**config.mk**
```make
export PLATFORM = sky130hd
export DESIGN_NAME = freqdetector
export DESIGN_NICKNAME = d
export VERILOG_FILES = /design/src/rtl/freqdetector.sv
export SDC_FILE = /design/constraint.sdc
export NUM_CORES = 1
export LEC_CHECK = 0
export CAP_MARGIN = 40
export CORE_UTILIZATION = 35
export CTS_BUF_LIST = sky130_fd_sc_hd__clkbuf_8 sky130_fd_sc_hd__clkbuf_16
export DETAILED_ROUTE_END_ITERATION = 12
export SYNTH_ARGS = -nofsm -noshare
export SYNTH_HDL_FRONTEND = slang
export SYNTH_SLANG_ARGS = --single-unit
```
**constraint.sdc**
```tcl
create_clock -name lrclk -period 3.4 [get_ports lrclk]
set_clock_uncertainty 0.1 [all_clocks]
set_input_delay 0.68 -clock lrclk [delete_from_list [all_inputs] [get_ports lrclk]]
set_output_delay 0.68 -clock lrclk [all_outputs]
set_load 0.01 [all_outputs]
```
**src/rtl/freqdetector.sv**
```systemverilog
// freqdetector: measures the fundamental of a signed sample stream and outputs the phase increment that regenerates it
//  lrclk  : sample clock, one sample per rising edge
//  reset  : synchronous, active-high
//  in     : signed BITSIZE-bit sample
//  freq   : last computed increment, floor(2^PHASESIZE / period)
//  valid  : one-cycle pulse when freq updates
//  locked : high while measurements are current
module freqdetector #(
  parameter int BITSIZE    = 24,
  parameter int PHASESIZE  = 16,
  parameter int PERIODSIZE = 16,
  parameter int HYST       = 256
) (
  input  logic                      lrclk,
  input  logic                      reset,
  input  logic signed [BITSIZE-1:0] in,
  output logic [PHASESIZE-1:0]      freq,
  output logic                      valid,
  output logic                      locked
);
  localparam int IW = $clog2(PHASESIZE + 2);
  localparam logic [PERIODSIZE-1:0] CMAX = '1;
  localparam logic signed [BITSIZE-1:0] HI = BITSIZE'(HYST);
  localparam logic signed [BITSIZE-1:0] LO = -HI;
  typedef enum logic {WAIT_NEG, WAIT_POS} xstate_t;
  typedef enum logic [1:0] {IDLE, DIV, DONE} dstate_t;
  xstate_t xs;
  dstate_t ds;
  logic [PERIODSIZE-1:0] cnt, dvs, pend, rem;
  logic [PHASESIZE:0] num, q;
  logic [IW-1:0] iter;
  logic prior, pend_full, stale, rise, meas, fit;
  logic [PERIODSIZE:0] trial;
  assign rise  = xs == WAIT_POS && in >= HI;
  assign meas  = rise && prior && cnt != CMAX;
  assign trial = {rem, num[PHASESIZE]};
  assign fit   = trial >= {1'b0, dvs};
  always_ff @(posedge lrclk) begin
    if (reset) begin
      xs        <= WAIT_NEG;
      ds        <= IDLE;
      cnt       <= '0;
      dvs       <= '0;
      pend      <= '0;
      rem       <= '0;
      num       <= '0;
      q         <= '0;
      iter      <= '0;
      prior     <= 1'b0;
      pend_full <= 1'b0;
      stale     <= 1'b0;
      freq      <= '0;
      valid     <= 1'b0;
      locked    <= 1'b0;
    end else begin
      valid <= 1'b0;
      if (xs == WAIT_NEG && in <= LO) xs <= WAIT_POS;
      else if (rise) xs <= WAIT_NEG;
      if (rise) begin
        cnt   <= PERIODSIZE'(1);
        prior <= 1'b1;
      end else if (cnt != CMAX) cnt <= cnt + 1'b1;
      case (ds)
        IDLE: if (meas || pend_full) begin
          dvs       <= meas ? cnt : pend;
          rem       <= '0;
          q         <= '0;
          num       <= {1'b1, {PHASESIZE{1'b0}}};
          iter      <= IW'(PHASESIZE);
          pend_full <= 1'b0;
          ds        <= DIV;
        end
        DIV: begin
          rem  <= fit ? PERIODSIZE'(trial - {1'b0, dvs}) : trial[PERIODSIZE-1:0];
          q    <= {q[PHASESIZE-1:0], fit};
          num  <= num << 1;
          iter <= iter - 1'b1;
          if (iter == '0) ds <= DONE;
        end
        DONE: begin
          freq   <= q[PHASESIZE-1:0];
          valid  <= 1'b1;
          locked <= !stale;
          if (pend_full) begin
            dvs       <= pend;
            rem       <= '0;
            q         <= '0;
            num       <= {1'b1, {PHASESIZE{1'b0}}};
            iter      <= IW'(PHASESIZE);
            pend_full <= 1'b0;
            ds        <= DIV;
          end else ds <= IDLE;
        end
        default: ds <= IDLE;
      endcase
      // a measurement arriving while the divider is occupied replaces any older waiting one
      if (meas && ds != IDLE) begin
        pend      <= cnt;
        pend_full <= 1'b1;
      end
      if (meas) stale <= 1'b0;
      // counter about to saturate: the next edge can no longer form a valid period
      if (!rise && cnt == CMAX - 1'b1) begin
        prior  <= 1'b0;
        locked <= 1'b0;
        stale  <= 1'b1;
      end
    end
  end
endmodule

```
==> results.md <==
* Fin crit period at 2.956 ns
* Tightest Pin Transition at 0.6901 ns
* Die Y at 124.1 um
* Outcome: completed
* Max-slew violations at 0
* Storage element area at 0.002202 mm^2
* Worst path required time at 3.53 ns
* CP max FO at 11
* Combinational group share of total power at 0.085
* Total gr overflow at 0
* Total GRT Usage at 0.1406
* Worst Hold Margin at 0.3548 ns
* Slew headroom at 0.5400
* H-tree depth at 3
* Sequential share of power at 0.487
* Max Fclk at 0.3383 GHz
* HPWL Detailed at 7.438 mm
* Post-synthesis async set-or-reset flop share at 0
* Static Leak at 2.336 nW
* Fraction of layout cells with a size suffix above 1 at 0.05431
* Hold Path End: freq[13]
* Resize count post-CTS at 0
* Gpl congestion at 0.8762
* R2R setup slack at 0.44 ns
* Setup crit end kind: flip-flop
* Hold path cells at 2
* Setup crit start kind: flip-flop
* Count leader, synth: dfxtp_1
* Clk slew on worst S/H paths at 0.07 ns
* Number of vias in the routed layout at 4,093
* Internal at 0.002081 W
* Port Buffers at 43
* Max clock buf depth at 2
* Count of state elements after synthesis at 110
* Starting Density at 0.3591
* Area of the multi-input gates at 0.002748 mm^2
* Clk network pwr share at 0.428
* Worst setup path category: flip-flop to flip-flop
* Yosys Warn Count at 0
* Rows at 44
* Top Ports at 44
* Die footprint at 0.01540 mm^2
* Vias per inst at 5.053
* Final worst-path cycle share at 0.8693
* Hold_sp: freq[13]
* Largest net degree at the start of global routing at 36
* Max Cap Viol at 0
* Clk root buf: clkbuf_16
* WL/cell at 12.65 um
* Post-synth top area cell: dfxtp_1
* Switch share at 0.2259
* Sequential-to-total area share from yosys stat at 0.4220
* Top cells by area, synth: dfxtp_1, mux2i_1, nor2_1
* Post-layout nets at 668
* Final WL at 10.25 mm
* Final setup vio count at 0
* CTS Buf Count at 9
* RR Startpoint: dvs[10]
* CTS Sinks at 110
* Top_reg_cell synth: dfxtp_1
* Die W at 124.1 um
* Drt pass-1 iters at 5
* CTS tree: built
* Worst min path class: flip-flop to flip-flop
* Post-CTS Setup Repair Bufs at 0
* Design Power at 0.002689 W
* Post-DRT Antenna Nets at 0
* Filler cells at 1,454
* Global-route wire length before repair at 17.45 mm
* DR DRC count at 0
* WP data arrival at 3.09 ns
* Vias in the first global route at 3,708
* Syn nets at 639
* RSZ-0062 raised after global routing: no
* Antenna fix cells at 0
* Cell area after synthesis at 0.005219 mm^2
* Initial antenna violation count at 0
* Hold Fails Final Rpt at 0
* Net Sw Power at 0.0006075 W
* Top cell types by occurrence after synthesis: dfxtp_1, nor2_1, nand2_1
* Later-pin clock latency in the skew report at 0.34 ns
* Maximum vdd drop at 264.6 uV
* Number of synthesized flops with an enable pin at 0
* Syn Area/Cell at 8.815 um^2
* Fin area at 0.006117 mm^2
* TNS Setup at 0 ns
* Core area at 0.01453 mm^2
* Cell variety after synth at 50
* Top cell type's share of synthesized area at 0.4220
* Placed Area at 0.005786 mm^2
* PwrDens at 439.6 mW/mm^2
* Post-Syn Instances at 592
* R2r worst-path depth at 10
* DRT iter0 DRCs at 284
* Synth-to-Final Area Change at 17.21%
* Reg2reg end: rem[0]
* CTS Hold Buffers Added at 0
-- metrics by stage --
step / worst slack, ns / instances / util
floorplan: 0.8135 / 592 / -
global placement: 0.4227 / 791 / 0.3955
detailed placement: 0.4628 / 794 / 0.3981
CTS: 0.4431 / 810 / 0.4209
global route: 0.2785 / 810 / 0.4209
finish: 0.4444 / 810 / 0.4209
-- worst max-delay path, cell delays in order, from the launching register on --
cell	delay (ns)
dfxtp_1	0.33
inv_1	0.05
ha_1	0.39
a21o_1	0.21
a21o_1	0.18
a221oi_2	0.35
nand4_1	0.14
a311o_1	0.55
buf_8	0.24
mux2i_1	0.12
a22o_1	0.19
-- cell families (layout without fill, tap and decap cells) --
family	Yosys count	count (layout)	share of synthesized area
xor gates and xnor gates	29	29	0.04867
and+or+nand+nor	209	209	0.1839
DFF	110	110	0.4220
adders and majority gates	21	21	0.05179
muxes	46	46	0.08823
buffers and inverters	58	92	0.05203
AOI/OAI and AO/OA	119	119	0.1534
-- power by group through the flow --
stage	logic, W	clock network (W)	registers, W
after floorplan	0.000174	0	0.00134
after global placement	0.000221	0	0.00134
after detailed placement	0.000229	0	0.00134
after CTS	0.000230	0.00119	0.00131
after global routing	0.000254	0.00125	0.00131
final	0.000229	0.00115	0.00131
-- cell type report --
cell class,instances,share of cell area
repair buffers,54,0.08550
clock inverters,6,0.01514
well taps,184,0.03764
flip-flops and latches,110,0.3600
inverters,22,0.01350
clock buffers,10,0.03907
multi-input cells,424,0.4492
-- metal layers --
layer / global-route usage / wire, um
met1: 0.1945 / 5069
met2: 0.2203 / 4823
met3: 0.02518 / 308
met4: 0.04464 / 46
met5: 0 / 0
-- worst max-delay path by stage --
stage	cells past startpoint	slack [ns]	end	start
after global placement	7	0.42	pend[11]	in[14]
after floorplan	12	0.81	rem[11]	dvs[10]
after CTS	10	0.44	rem[1]	dvs[10]
after global routing	10	0.28	rem[9]	dvs[10]
after detailed placement	10	0.46	rem[0]	dvs[10]
final	10	0.44	rem[0]	dvs[10]
-- registers in the layout, indices dropped and copies added, names as in the netlist --
signal / flops
cnt: 16
dvs: 16
freq: 16
pend: 16
q: 16
rem: 16
iter: 5
ds: 2
locked: 1
num: 1
pend_full: 1
prior: 1
stale: 1
valid: 1
xs: 1
-- placed cells by master (no fill, tap or decap), types with 2 or more instances in the layout --
cell,netlist,layout
ha_1,20,20
nor4_1,6,6
nor2_1,70,69
nand2_1,69,69
clkbuf_16,0,9
and2_1,2,2
xor2_1,16,16
xnor2_1,13,13
bufinv_16,0,2
or2_0,2,2
dfxtp_1,110,110
nand4_1,16,16
o21ai_1,17,17
clkdlybuf4s50_1,0,42
mux2i_1,46,46
buf_8,0,2
a21o_1,5,5
and3_1,3,3
a21oi_1,30,30
nor2_2,1,2
nor3_1,11,11
a41oi_1,3,3
inv_1,21,21
o41ai_1,2,2
a211oi_1,20,20
nand3_1,7,7
and4_1,4,4
o21ai_0,5,5
o22ai_1,2,2
a31oi_1,7,7
a22o_1,18,18
nand2b_1,7,7
buf_4,1,9
nor2b_1,7,7
Power figures use the tool's default switching activity.
